`src/rtl/apb_slave_wait_if.sv`:
```
// APB segment between the wait-state requester and this completer:
// 4-bit address, 8-bit data, single-cycle pready completion strobe.
interface apb_slave_wait_if;
    logic       psel;
    logic       penable;
    logic       pwrite;
    logic [3:0] paddr;
    logic [7:0] pwdata;
    logic [7:0] prdata;
    logic       pready;
    logic       pslverr;

    // Handshake: a transfer starts with one cycle of psel=1/penable=0, then holds
    // psel=1/penable=1 until the cycle where pready=1; prdata/pslverr are valid only there.
    modport master (
        output psel, penable, pwrite, paddr, pwdata,
        input  prdata, pready, pslverr
    );

    modport slave (
        input  psel, penable, pwrite, paddr, pwdata,
        output prdata, pready, pslverr
    );
endinterface

```
`src/rtl/apb_slave_wait.sv`:
```
// APB completer with a small register file and a fixed number of wait states;
// addresses at or above MEM_DEPTH complete with pslverr.
module apb_slave_wait #(
    parameter int WAIT_CYCLES = 2,
    parameter int MEM_DEPTH   = 12
) (
    input  logic              pclk,
    input  logic              presetn,
    apb_slave_wait_if.slave   bus
);

    localparam logic [3:0] CNT_INIT  = 4'(WAIT_CYCLES);
    localparam logic [4:0] DEPTH_LIM = 5'(MEM_DEPTH);
    localparam bit         ZERO_WAIT = (WAIT_CYCLES == 0);

    // The setup cycle itself is observed from IDLE (or DONE), so it needs no state.
    typedef enum logic [1:0] {
        S_IDLE = 2'd0,
        S_WAIT = 2'd1,
        S_DONE = 2'd2
    } state_e;

    state_e     state_q, state_d;
    logic [3:0] cnt_q, cnt_d;
    logic [3:0] addr_q, addr_d;
    logic       wr_q, wr_d;
    logic [7:0] wdata_q, wdata_d;
    logic [7:0] mem_q [MEM_DEPTH];
    logic [7:0] mem_d [MEM_DEPTH];
    logic [7:0] prdata_q, prdata_d;
    logic       pready_q, pready_d;
    logic       pslverr_q, pslverr_d;

    logic       setup_seen;
    logic       do_write;
    logic [7:0] rd_word;

    function automatic logic addr_ok(input logic [3:0] a);
        return ({1'b0, a} < DEPTH_LIM);
    endfunction

    assign setup_seen  = bus.psel && !bus.penable;
    assign bus.prdata  = prdata_q;
    assign bus.pready  = pready_q;
    assign bus.pslverr = pslverr_q;

    // State register
    always_ff @(posedge pclk or negedge presetn) begin
        if (!presetn) begin
            state_q   <= S_IDLE;
            cnt_q     <= '0;
            addr_q    <= '0;
            wr_q      <= 1'b0;
            wdata_q   <= '0;
            prdata_q  <= '0;
            pready_q  <= 1'b0;
            pslverr_q <= 1'b0;
            for (int i = 0; i < MEM_DEPTH; i++) begin
                mem_q[i] <= '0;
            end
        end else begin
            state_q   <= state_d;
            cnt_q     <= cnt_d;
            addr_q    <= addr_d;
            wr_q      <= wr_d;
            wdata_q   <= wdata_d;
            prdata_q  <= prdata_d;
            pready_q  <= pready_d;
            pslverr_q <= pslverr_d;
            for (int i = 0; i < MEM_DEPTH; i++) begin
                mem_q[i] <= mem_d[i];
            end
        end
    end

    // Next-state, transfer latch and register-file update
    always_comb begin
        state_d  = state_q;
        cnt_d    = cnt_q;
        addr_d   = addr_q;
        wr_d     = wr_q;
        wdata_d  = wdata_q;
        do_write = 1'b0;
        for (int i = 0; i < MEM_DEPTH; i++) begin
            mem_d[i] = mem_q[i];
        end

        case (state_q)
            S_IDLE: begin
                if (setup_seen) begin
                    addr_d  = bus.paddr;
                    wr_d    = bus.pwrite;
                    wdata_d = bus.pwdata;
                    cnt_d   = CNT_INIT;
                    state_d = ZERO_WAIT ? S_DONE : S_WAIT;
                end
            end
            S_WAIT: begin
                if (!bus.psel) begin
                    state_d = S_IDLE;
                end else if (bus.penable) begin
                    // Entering DONE on the edge the counter reaches zero puts pready in T1+WAIT_CYCLES.
                    if (cnt_q != 4'd0) begin
                        cnt_d = cnt_q - 4'd1;
                    end
                    if (cnt_q <= 4'd1) begin
                        state_d = S_DONE;
                    end
                end
            end
            S_DONE: begin
                do_write = bus.psel && bus.penable && wr_q && addr_ok(addr_q);
                if (setup_seen) begin
                    addr_d  = bus.paddr;
                    wr_d    = bus.pwrite;
                    wdata_d = bus.pwdata;
                    cnt_d   = CNT_INIT;
                    state_d = ZERO_WAIT ? S_DONE : S_WAIT;
                end else begin
                    state_d = S_IDLE;
                end
            end
            default: state_d = S_IDLE;
        endcase

        for (int i = 0; i < MEM_DEPTH; i++) begin
            if (do_write && (addr_q == 4'(i))) begin
                mem_d[i] = wdata_q;
            end
        end
    end

    // Registered outputs are computed from the state being entered.
    always_comb begin
        rd_word = '0;
        for (int i = 0; i < MEM_DEPTH; i++) begin
            if (addr_d == 4'(i)) begin
                rd_word = mem_q[i];
            end
        end
        pready_d  = (state_d == S_DONE);
        pslverr_d = pready_d && !addr_ok(addr_d);
        prdata_d  = (pready_d && !wr_d && addr_ok(addr_d)) ? rd_word : 8'h00;
    end

endmodule

```
`src/flat_wrapper.sv`:
```
// flat-port wrapper written by rule: the top's interface ports become plain ports
module apb_slave_wait_flat 
#(
    parameter int WAIT_CYCLES = 2,
    parameter int MEM_DEPTH   = 12
)
  (pclk, presetn, bus_psel, bus_penable, bus_pwrite, bus_paddr, bus_pwdata, bus_prdata, bus_pready, bus_pslverr);
  apb_slave_wait_if bus_i ();
  input  logic pclk;
  input  logic presetn;
  input wire logic [$bits(bus_i.psel)-1:0] bus_psel;
  input wire logic [$bits(bus_i.penable)-1:0] bus_penable;
  input wire logic [$bits(bus_i.pwrite)-1:0] bus_pwrite;
  input wire logic [$bits(bus_i.paddr)-1:0] bus_paddr;
  input wire logic [$bits(bus_i.pwdata)-1:0] bus_pwdata;
  output wire logic [$bits(bus_i.prdata)-1:0] bus_prdata;
  output wire logic [$bits(bus_i.pready)-1:0] bus_pready;
  output wire logic [$bits(bus_i.pslverr)-1:0] bus_pslverr;
  assign bus_i.psel = bus_psel;
  assign bus_i.penable = bus_penable;
  assign bus_i.pwrite = bus_pwrite;
  assign bus_i.paddr = bus_paddr;
  assign bus_i.pwdata = bus_pwdata;
  assign bus_prdata = bus_i.prdata;
  assign bus_pready = bus_i.pready;
  assign bus_pslverr = bus_i.pslverr;
  apb_slave_wait #(.WAIT_CYCLES(WAIT_CYCLES), .MEM_DEPTH(MEM_DEPTH)) u_core (.pclk(pclk), .presetn(presetn), .bus(bus_i));
endmodule
```
`config.mk`:
```
export PLATFORM = sky130hd
export DESIGN_NAME = apb_slave_wait_flat
export DESIGN_NICKNAME = d
export VERILOG_FILES = /design/src/rtl/apb_slave_wait_if.sv /design/src/rtl/apb_slave_wait.sv /design/src/flat_wrapper.sv
export SDC_FILE = /design/constraint.sdc
export NUM_CORES = 1
export LEC_CHECK = 0
export CAP_MARGIN = 10
export CORE_UTILIZATION = 65
export CTS_CLUSTER_DIAMETER = 80
export DETAILED_ROUTE_END_ITERATION = 16
export HOLD_SLACK_MARGIN = 0.12
export PLACE_DENSITY = 0.85
export SKIP_LAST_GASP = 1
export SLEW_MARGIN = 0
export SYNTH_ARGS = -nofsm -noshare
export SYNTH_HDL_FRONTEND = slang
export SYNTH_SLANG_ARGS = --single-unit
```
`constraint.sdc`:
```
create_clock -name pclk -period 4.5 [get_ports pclk]
set_input_delay 0.9 -clock pclk [delete_from_list [all_inputs] [get_ports pclk]]
set_output_delay 0.9 -clock pclk [all_outputs]
set_load 0.03 [all_outputs]
```
==> Word level (Yosys, flattened, before mapping) <==
Cells that the tools add are included.
Widths: inputs -> output; s select.
{ "word_totals": {"memories": 0, "ff_bits": 125, "word_cells": 112, "mem_bits_rw": 0, "output_inout_bits": 10, "mem_bits_ro": 0, "in_bits": 17, "latchBits": 0} }
{ "classes": {"n_addsub": 1, "div_mod_pow": 0, "mul": 0, "reduce_logical": 30, "n_shift": 0, "n_eq_ne": 29, "bitwise_logic": 0, "magnitude_cmp": 3, "n_mux": 29} }
{ "op_table": {"columns": ["operator", "n"], "rows": [
  ["$mux 8", 13],
  ["$eq 4x3->1 const B", 8],
  ["$eq 4x4->1 const B", 8],
  ["$mux 4", 6],
  ["$logic_and 1x1->1", 19],
  ["$eq 4x2->1 const B", 4],
  ["$eq 4x1->1 const B", 2],
  ["$logic_not 4->1", 2],
  ["$lt 4x4->1 const B", 2],
  ["$mux 2", 4],
  ["$pmux 4 s2", 1],
  ["$pmux 2 s3", 1],
  ["$reduce_and 5->1", 1],
  ["$eq 2x2->1 const B", 2],
  ["$le 4x1->1 const B", 1],
  ["$mux 1", 4],
  ["$ne 2x1->1 const B", 2],
  ["$ne 2x2->1 const B", 2],
  ["$reduce_bool 4->1", 1],
  ["$sub 4x1->4 const B", 1],
  ["$logic_not 1->1", 3],
  ["$eq 2x1->1 const B", 1],
  ["$logic_not 2->1", 1],
  ["$reduce_and 2->1", 1],
  ["2 further kinds", 2]
]} }

==> Logic depth before layout (Yosys ltp) <==
Gate-level depths: netlist of the first run.
{ "depth": {"depth_word": 18, "ltp_mapped": 9, "depth_no_buf": 8} }

==> Least setup slack after synthesis of the first run <==
No wires, ideal clock.
{ "synth_path": {"path_type": "input to register", "startpoint": "input bus_penable", "endpoint": "register u_core.prdata_q[3] (netlist: u_core.bus.prdata[3])", "slack_ns": 1.953, "n_path_buf": 2, "setup_ns": 0.127, "arrival_time_ns": 2.420, "required_time_ns": 4.373, "stages": 9, "path_cell_list": "or3b_1 buf_2 buf_6 mux2i_4 inv_2 a222oi_1 nand3_1 o221ai_1 a21oi_1"} }
{ "synth_via": {"elab_chain_len": 18, "elab_cells_between_ends": 41, "cone_classes": "order compare: 1; eq/ne: 12; mux: 22; reduce/logical: 6"} }
{ "synth_rtl": {"columns": ["item", "line_no", "rtl"], "rows": [
  ["start: declaration", "flat_wrapper.sv:12", "input wire logic [$bits(bus_i.penable)-1:0] bus_penable;"],
  ["$logic_not 1->1", "apb_slave_wait.sv:42", "assign setup_seen = bus.psel && !bus.penable;"],
  ["$logic_and 1x1->1", "apb_slave_wait.sv:42", null],
  ["$mux 4", "apb_slave_wait.sv:90, apb_slave_wait.sv:113", null],
  ["$mux 4", null, null],
  ["$logic_not 4->1", "apb_slave_wait.sv:137", "if (addr_d == 4'(i)) begin"],
  ["$mux 8 (12 in series)", "apb_slave_wait.sv:137", null],
  ["$mux 8 *", "apb_slave_wait.sv:143", "prdata_d = (pready_d && !wr_d && addr_ok(addr_d)) ? rd_word : 8'h00;"],
  ["via u_core.prdata_d[3]", "apb_slave_wait.sv:30", "logic [7:0] prdata_q, prdata_d;"],
  ["end signal: assignment", "apb_slave_wait.sv:67", "prdata_q <= prdata_d;"],
  ["end: declaration", "apb_slave_wait.sv:30", null]
]} }
The timed path passes the listed nets; every way through them passes the cells marked *.
A chain may end at the register's enable or synchronous reset.

==> Worst setup path after layout of the first run <==
{ "layout_path": {"startpoint": "input bus_penable", "endpoint": "register u_core.prdata_q[1] (netlist: u_core.bus.prdata[1])"} }
Same word-level chain as after synthesis.

==> results of run 1 <==
## metal layers
layer / vias to the layer above / part of all wire, %
met5: - / 0
met4: 0 / 3.7
met3: 63 / 7.0
met2: 248 / 49
met1: 2273 / 40
li1: 1894 / -
## state kept, by name, indices dropped and copies added (netlist names)
name and cells:
u_core.cnt_q 4, u_core.wdata_q 8, u_core.wr_q 1, u_core.bus.pslverr 1, u_core.addr_q 4, u_core.bus.prdata 8, u_core.bus.pready 1, u_core.mem_q 96
u_core.state_q 2
## stage by stage
stage	worst slack [ns]	cells
global route	0.8079	649
finish	0.9693	649
detailed placement	0.5918	617
CTS	1.046	649
floorplan	1.953	502
global placement	0.6320	617
## cell families after synthesis
| logic type | Yosys count | share of synthesized area [%] |
|---|---|---|
| simple gates | 136 | 11.15 |
| flops | 125 | 53.19 |
| mux | 104 | 20.30 |
| compound gates | 94 | 11.60 |
| buf+inv | 38 | 2.830 |
| fa+ha+maj | 3 | 0.6384 |
| xor+xnor | 2 | 0.2979 |
## worst paths after layout
check	cells after the start	slack, ns	end
min in group pclk	1	0.49	u_core.mem_q[81]
hold / removal	1	0.41	u_core.addr_q[0]
hold reg to reg	1	0.49	u_core.mem_q[81]
setup reg to reg	7	1.46	u_core.bus.prdata[1]
max in group asynchronous	2	3.11	u_core.mem_q[94]
setup / recovery	8	0.97	u_core.bus.prdata[1]
## cell usage in the layout (no fill, tap or decap), types with 9 or more instances in the layout
master           Yosys  routed
dfrtp_1            125     125
mux2_2              90      90
nand2_1             60      60
clkdlybuf4s50_1      0      25
nor2_1              21      21
a21oi_1             17      17
clkbuf_16            0      16
o21ai_0             14      14
nor3_1              11      11
inv_1               10      10
a22oi_1             10      10
nand3_1              9       9
buf_4                2       9
## area by class of cell
class	instances	area, um2	share of cell area [%]
inverters	11	41.29	0.6062
clock buffers	20	435.4	6.392
multi-input cells	339	2592	38.06
flip-flops and latches	125	3128	45.92
clock inverters	12	161.4	2.370
repair buffers	34	317.8	4.666
well taps	108	135.1	1.984
## power groups by stage
stage	clock network (mW)	registers [mW]	logic [mW]
after CTS	1.37	1.25	0.322
final	1.37	1.25	0.329
after global placement	0	1.27	0.305
after global routing	1.42	1.26	0.352
after detailed placement	0	1.27	0.312
after floorplan	0	1.19	0.261
==> impl_metrics.tcl, run 1 <==
set metrics [dict create \
    synthesis.nets 522 \
    dr_total_vias 4478 \
    asyncSetResetFlopFracSynth_pct 100.0 \
    outcome "finished clean" \
    most_common_cell_in_the_netlist "dfrtp_1" \
    timing.critical_path.from "bus_penable" \
    min-delay-path-class "input port to async pin" \
    placeableCoreArea_um2 8721 \
    switching_share_pct 27.68 \
    area_growth_from_synthesis_to_layout_pct 15.83 \
    final_max_slew_viol_count 0 \
    seqPwrFrac_pct 42.4 \
    finalCriticalPeriod_ns 3.531 \
    final_layout_size_suffix_gt1_share_pct 26.99 \
    floorplan.initialDensity_pct 67.43 \
    power-per-cell-area_nw_per_um2 433.2 \
    final_net_count 548 \
    seq_area_frac_synth_pct 53.19 \
    clock_tree_from_tritoncts "yes" \
    comb_power_share_pct 11.1 \
    rows 34 \
    critical_path.reg2reg.startpoint "u_core.state_q[0]" \
    worst_slew_pin_slew_ns 1.092 \
    yosys-top-cells-count "dfrtp_1 (125), mux2_2 (90), nand2_1 (60), nor2_1 (21)" \
    cp.arrival_ns 3.91 \
    die_width_um 97.12 \
    drtAntennaViolNets 0 \
    grtUsageTotal_pct 33.68 \
    detail_route.drc_violations 0 \
    cts_setup_buffers 0 \
    grt.met3_usage_pct 7.482 \
    ffs_latches_synth 125 \
    count_of_hold_fix_buffers_inserted_at_cts 0 \
    final-setup-viol-count 0 \
    clock_tree.htree_level_count 4 \
    report.final.hold_viol_count 0 \
    synth_cell_type_count 56 \
    detail_route.vias_per_cell 6.900 \
    dominantRegCellSynth "dfrtp_1" \
    antenna_cells 0 \
    summed_area_of_non_filler_cells_in_the_final_layout_um2 6812 \
    placer_congestion_estimate 0.9592 \
    ys.warnings.count 0 \
    clockBufferDepth 2 \
    clock_insertion_delay_worst_skew_ns 0.52 \
    worst_path_largest_cell_delay_ns 0.56 \
    synth_top_cell_by_area "dfrtp_1" \
    globalRouteMet2Util_pct 54.55 \
    kind_of_launch_point_of_the_worst_setup_path "input port" \
    numClockSinks 125 \
    routed_wirelength_mm 15.22 \
    totalNegativeSetupSlack_ns 0 \
    grt-busiest-layer "met2" \
    worst_path_dominant_cell_family "compound AO/OA/AOI/OAI gates" \
    synth_enable_flop_cells 0 \
    timing.clock.skew_ns 0.01092 \
    design.portCount 27 \
    drt-pass1-iter-count 7 \
    ctsResizeCount 0 \
    path_clk_slew_ns 0.06 \
    grt_first_pass_wirelength_mm 24.12 \
    crit_path_max_fanout 39 \
    first_global_vias 4541 \
    grt_max_degree 56 \
    fp.dieArea_um2 9431 \
    whs_ns 0.4145 \
    vdd_drop_max_v 0.0002941 \
    power.clock.fraction_pct 46.4 \
    synthTopCellsByArea "dfrtp_1 (53%), mux2_2 (17%), nand2_1 (3.8%)" \
    total_leakage_power_nw 3.243 \
    cp.buffers_inverters 2 \
    internal_power_mw 2.134 \
    max_cap_viol_count 0 \
    yosys.area.top_type_share_pct 53.19 \
    crit_chain "clkdlybuf4s50_1 > nor3b_4 > buf_4 > o31ai_2 > a222oi_1 > nand2_1 > a2111oi_0 > nor3_1" \
    portBuffers 26 \
    place_hpwl_mm 9.811 \
    grtUsageMet1_pct 43.28 \
    global_route.overflow_total 0 \
    setup.worst_path.class "input port to flip-flop" \
    dpl_cell_area_um2 6215 \
    clock-root-buffer "clkbuf_8" \
    die_y_um 97.12 \
    worstPathRequired_ns 4.88 \
    filler_cell_count_in_the_final_layout 522 \
    worst_path_max_delay_cell "nor3b_4" \
    netSwitchingPower_uw 816.7 \
    antenna_found_initial 0 \
    final_core_utilization_pct 78.11 \
    syn-cell-area_um2 5881 \
    rsz0062_at_grt "no" \
    wl_per_cell_um 23.45 \
    layout_worst_path_cycle_share_pct 78.46 \
    end_kind "flip-flop" \
    synth_cells 502 \
    max-slew-margin-rel_pct 27.22 \
    count_of_routing_violations_after_the_opening_detailed_route_iteration 497 \
    synthesis.area_per_instance_um2 11.71 \
    total_power_mw 2.951 \
    maxClockFrequency_mhz 283.2 \
    cts_inserted_buffers 17 \
]
Note: power is estimated with default switching activity, not from simulation.
==> inputs of run 2 (changes only) <==
--- a/config.mk
+++ b/config.mk
@@ -6,11 +6,11 @@
 export NUM_CORES = 1
 export LEC_CHECK = 0
 export CAP_MARGIN = 10
-export CORE_UTILIZATION = 65
+export CORE_UTILIZATION = 60
 export CTS_CLUSTER_DIAMETER = 80
 export DETAILED_ROUTE_END_ITERATION = 16
 export HOLD_SLACK_MARGIN = 0.12
-export PLACE_DENSITY = 0.85
+export PLACE_DENSITY = 0.79
 export SKIP_LAST_GASP = 1
 export SLEW_MARGIN = 0
 export SYNTH_ARGS = -nofsm -noshare
==> constraint.sdc (replaced) <==
create_clock -name pclk -period 3.5 [get_ports pclk]
set_input_delay 0.7 -clock pclk [delete_from_list [all_inputs] [get_ports pclk]]
set_output_delay 0.7 -clock pclk [all_outputs]
set_load 0.03 [all_outputs]
==> impl_metrics.tcl, run 2 (synthesis results as in run 1) <==
set metrics [dict create \
    fp.dieArea_um2 10200 \
    netSwitchingPower_mw 1.059 \
    placer_congestion_estimate 0.9167 \
    total_leakage_power_nw 3.303 \
    floorplan.initialDensity_pct 62.75 \
    layout_commonest_cell "dfrtp_1" \
    cp.arrival_ns 3.31 \
    critical_path.reg2reg.startpoint "u_core.addr_q[3]" \
    power-per-cell-area_nw_per_um2 552.1 \
    comb_power_share_pct 11.3 \
    max_cap_viol_count 0 \
    layout_worst_path_cycle_share_pct 83.60 \
    design.portCount 27 \
    routed_wirelength_mm 14.64 \
    layout_common_cells "dfrtp_1 (125), mux2_2 (90), nand2_1 (60)" \
    kind_of_launch_point_of_the_worst_setup_path "input port" \
    clock_tree_from_tritoncts "yes" \
    internal_power_mw 2.772 \
    detail_route.drc_violations 0 \
    switching_share_pct 27.64 \
    min-delay-path-class "input port to async pin" \
    setup.worst_path.class "input port to flip-flop" \
    clockBufferDepth 2 \
    final-setup-viol-count 0 \
    max-slew-margin-rel_pct 36.95 \
    filler_cell_count_in_the_final_layout 630 \
    final_net_count 557 \
    grt_max_degree 126 \
    global_route.overflow_total 0 \
    inst_count_dp 647 \
    outcome "finished clean" \
    placeableCoreArea_um2 9371 \
    power.clock.fraction_pct 46.9 \
    report.final.hold_viol_count 0 \
    numClockSinks 125 \
    die_width_um 101 \
    ctsResizeCount 0 \
    path_clk_slew_ns 0.06 \
    rows 35 \
    seqPwrFrac_pct 41.9 \
    dr_total_vias 4311 \
    max_flop_register "u_core.mem_q" \
    final_instance_count_excl_fillers 679 \
    reg2reg_slack_ns 0.85 \
    portBuffers 26 \
    final_max_slew_viol_count 0 \
    drt-pass1-iter-count 5 \
    largest_reg_flops 96 \
    antenna_found_initial 0 \
    wl_per_cell_um 21.55 \
    first_global_vias 4456 \
    timing.critical_path.from "bus_penable" \
    finalCriticalPeriod_ns 2.926 \
    worst_slew_pin_slew_ns 0.9377 \
    die_y_um 101 \
    count_of_routing_violations_after_the_opening_detailed_route_iteration 371 \
    area_growth_from_synthesis_to_layout_pct 18.02 \
    drtAntennaViolNets 0 \
    antenna_cells 0 \
    end_kind "flip-flop" \
    clock-root-buffer "clkbuf_8" \
    totalNegativeSetupSlack_ns 0 \
    final_layout_size_suffix_gt1_share_pct 28.36 \
    grtUsageTotal_pct 31.76 \
    clock_tree.htree_level_count 4 \
    cts_inserted_buffers 17 \
    timing.clock.skew_ns 0.01056 \
    worstPathRequired_ns 3.89 \
    place_hpwl_mm 9.851 \
    detail_route.vias_per_cell 6.349 \
    crit_path_max_fanout 11 \
    rsz0062_at_grt "no" \
    maxClockFrequency_mhz 341.7 \
    grt_first_pass_wirelength_mm 23.44 \
    cts_setup_buffers 0 \
    count_of_hold_fix_buffers_inserted_at_cts 0 \
    clock_insertion_delay_worst_skew_ns 0.54 \
    vdd_drop_max_v 0.0003749 \
]
[run 2: stage by stage]
| step | hold WS [ns] | setup WS, ns | instance area [um2] | utilization, % | total power [mW] |
|---|---|---|---|---|---|
| 5_1_grt | 0.3088 | 0.5269 | 6940 | 74.06 | 3.945 |
| 4_1_cts | 0.3027 | 0.6442 | 6940 | 74.06 | 3.829 |
| 3_5_place_dp | 0.4881 | 0.1373 | 6334 | 67.58 | 2.046 |
| 2_1_floorplan | 0.4044 | 1.153 | 5881 | - | 1.871 |
| 6_report | 0.2265 | 0.5739 | 6940 | 74.06 | 3.832 |
| 3_3_place_gp | 0.4766 | 0.1492 | 6334 | 67.58 | 2.031 |
[run 2: power by group through the flow]
stage	Sequential (mW)	Combinational, mW	Clock (mW)
finish	1.60	0.431	1.80
global route	1.61	0.468	1.86
CTS	1.60	0.427	1.80
detailed placement	1.63	0.420	0
global placement	1.62	0.408	0
floorplan	1.54	0.336	0
[run 2: final timing paths]
| path | cells past startpoint | to |
|---|---|---|
| max | 7 | u_core.bus.prdata[1] |
| min | 2 | u_core.mem_q[67] |
| max reg2reg | 6 | u_core.bus.prdata[1] |
| min reg2reg | 1 | u_core.mem_q[93] |
| max in group asynchronous | 2 | u_core.mem_q[47] |
| min in group pclk | 1 | u_core.mem_q[93] |
[run 2: area by class of cell]
| type | count | area, um2 | share of cell area, % |
|---|---|---|---|
| clock buffer | 20 | 445.4 | 6.418 |
| clock inverter | 12 | 161.4 | 2.326 |
| inverter | 11 | 41.29 | 0.5949 |
| multi-input combinational | 339 | 2592 | 37.35 |
| sequential | 125 | 3128 | 45.07 |
| tap | 129 | 161.4 | 2.326 |
| timing repair buffer | 43 | 410.4 | 5.913 |
[run 2: per-layer routing]
layer / global-route usage, % / vias up / routed length (um) / share of wire (%)
li1: - / 1897 / - / -
met1: 40.66 / 2207 / 5991 / 41
met2: 50.95 / 167 / 7223 / 49
met3: 8.322 / 40 / 932 / 6.4
met4: 14.60 / 0 / 489 / 3.3
met5: 0 / - / 0 / 0
[run 2: critical path, stage by stage]
cell,delay [ns]
clkdlybuf4s50_1,0.51
or3b_1,0.69
mux2_2,0.44
o21ai_0,0.21
a21oi_1,0.11
a2111oi_0,0.50
nor3_1,0.15
==> inputs of run 3 (changes only) <==
--- a/config.mk
+++ b/config.mk
@@ -6,11 +6,11 @@
 export NUM_CORES = 1
 export LEC_CHECK = 0
 export CAP_MARGIN = 10
-export CORE_UTILIZATION = 60
+export CORE_UTILIZATION = 54
 export CTS_CLUSTER_DIAMETER = 80
 export DETAILED_ROUTE_END_ITERATION = 16
 export HOLD_SLACK_MARGIN = 0.12
-export PLACE_DENSITY = 0.79
+export PLACE_DENSITY = 0.75
 export SKIP_LAST_GASP = 1
 export SLEW_MARGIN = 0
 export SYNTH_ARGS = -nofsm -noshare
==> constraint.sdc (replaced) <==
create_clock -name pclk -period 2.46 [get_ports pclk]
set_input_delay 0.492 -clock pclk [delete_from_list [all_inputs] [get_ports pclk]]
set_output_delay 0.492 -clock pclk [all_outputs]
set_load 0.03 [all_outputs]
==> impl_metrics.tcl, run 3 (synthesis results as in run 1) <==
set metrics [dict create \
    clock-root-buffer "clkbuf_8" \
    design.portCount 27 \
    finalCriticalPeriod_ns 2.420 \
    placeableCoreArea_um2 10460 \
    clock_tree.htree_level_count 4 \
    total_leakage_power_nw 3.596 \
    min-delay-path-class "input port to async pin" \
    max_cap_viol_count 0 \
    wl_met2_mm 7.908 \
    ff_to_ff_end "u_core.bus.prdata[1]" \
    grt_first_pass_wirelength_mm 25.30 \
    timing.clock.skew_ns 0.008172 \
    final_net_count 616 \
    outcome "finished clean" \
    worst_path_largest_cell_delay_ns 0.50 \
    portBuffers 26 \
    final-setup-viol-count 0 \
    rsz0062_at_grt "yes" \
    worst_path_dominant_cell_family "buffers and inverters" \
    clockBufferDepth 2 \
    global_route.overflow_total 0 \
    die_width_um 106.4 \
    detail_route.drc_violations 0 \
    largest_reg_flops 96 \
    reg2reg_slack_ns 0.10 \
    numClockSinks 125 \
    wl_met1_mm 6.577 \
    timing.critical_path.from "bus_psel" \
    worstPathRequired_ns 2.89 \
    whs_ns 0.4830 \
    wl_per_cell_um 20.99 \
    report.final.hold_viol_count 0 \
    floorplan.initialDensity_pct 56.21 \
    detail_route.vias_per_cell 6.059 \
    r2r.worst_path.cells 9 \
    met3WireLength_um 746 \
    routed_wirelength_mm 15.64 \
    topRoutingLayerUsed "met4" \
    critical_path.reg2reg.startpoint "u_core.addr_q[0]" \
    dr_total_vias 4514 \
    antenna_cells 0 \
    area_growth_from_synthesis_to_layout_pct 26.38 \
    drtAntennaViolNets 0 \
    grtUsageTotal_pct 30.02 \
    crit_path_max_fanout 25 \
    cts_inserted_buffers 17 \
    layout_worst_path_cycle_share_pct 98.37 \
    path_clk_slew_ns 0.06 \
    summed_area_of_non_filler_cells_in_the_final_layout_um2 7432 \
    grt_max_degree 44 \
    count_of_routing_violations_after_the_opening_detailed_route_iteration 432 \
    critical-path-top-cell-by-count "buf_4" \
    clock_insertion_delay_worst_skew_ns 0.52 \
    max-slew-margin-rel_pct 63.72 \
    antenna_found_initial 0 \
    vdd_drop_max_v 0.0005340 \
    drt-pass1-iter-count 9 \
    place_hpwl_mm 10.89 \
    power-per-cell-area_nw_per_um2 734.8 \
    setup.worst_path.end "u_core.bus.prdata[0]" \
    dpl_cell_area_um2 6803 \
    first_global_vias 4690 \
    worst_path_max_delay_cell "o31ai_2" \
    maxClockFrequency_mhz 413.2 \
    setup.worst_path.class "input port to flip-flop" \
    layout_common_cells "dfrtp_1 (125), mux2_2 (90), buf_4 (72)" \
    final_layout_size_suffix_gt1_share_pct 36.78 \
    crit_chain "clkdlybuf4s50_1 > buf_4 > nor3b_4 > buf_12 > buf_4 > o31ai_2 > buf_4 > a22oi_2 > nand3_1 > a31oi_2 > a211oi_1" \
    totalNegativeSetupSlack_ns 0 \
    die_y_um 106.4 \
    clock_tree_from_tritoncts "yes" \
    fp.dieArea_um2 11310 \
    worst_slew_pin_slew_ns 0.5431 \
    final_max_slew_viol_count 0 \
    end_kind "flip-flop" \
    total_power_mw 5.461 \
    placer_congestion_estimate 0.9221 \
    timing.critical_path.depth 11 \
    rows 37 \
    max_flop_register "u_core.mem_q" \
    kind_of_launch_point_of_the_worst_setup_path "input port" \
    layout_commonest_cell "dfrtp_1" \
    cp.buffers_inverters 5 \
    cp.arrival_ns 2.85 \
]
-- run 3: layer usage --
layer / vias to the layer above / GRT usage [%]
met5: - / 0
met4: 0 / 9.524
met3: 35 / 5.825
met2: 150 / 50.83
met1: 2310 / 38.83
li1: 2019 / -
-- run 3: cell type report --
class                      instances  area (um2)
clock inverter                    15       147.6
sequential                       125        3128
timing repair buffer             102       880.8
tap                              136       170.2
fill                             761        3030
clock buffer                      17       414.1
multi-input combinational        339        2650
inverter                          11       41.29
-- run 3: report_power, final --
| part | total (mW) | internal [mW] | switching [mW] |
|---|---|---|---|
| Sequential | 2.28 | 2.11 | 0.162 |
| Clock | 2.37 | 1.37 | 0.995 |
| Combinational | 0.819 | 0.358 | 0.461 |
| Total | 5.46 | 3.84 | 1.62 |
-- run 3: repair_timing --
item,CTS,global route
endpoints found under the hold margin,34,0
hold buffers,1,0
buffers inserted,0,0
endpoints found under the setup margin,3,6
pin swaps,0,2
gates resized for setup,4,10
-- run 3: per-stage QoR --
stage,cells,setup slack (ns),utilization (%)
2_1_floorplan,502,0.3209,-
3_5_place_dp,712,-0.7340,65.02
3_3_place_gp,712,-0.7418,65.02
6_report,745,0.04007,71.04
4_1_cts,745,-0.05426,70.57
5_1_grt,745,-0.01332,71.04
-- run 3: worst min-delay path by stage --
stage / end / cells past startpoint / slack [ns]
floorplan: u_core.addr_q[0] / 0 / 0.20
global placement: u_core.mem_q[68] / 1 / 0.47
detailed placement: u_core.mem_q[74] / 1 / 0.48
CTS: u_core.cnt_q[0] / 2 / 0.49
global route: u_core.mem_q[87] / 1 / 0.50
finish: u_core.cnt_q[0] / 2 / 0.48
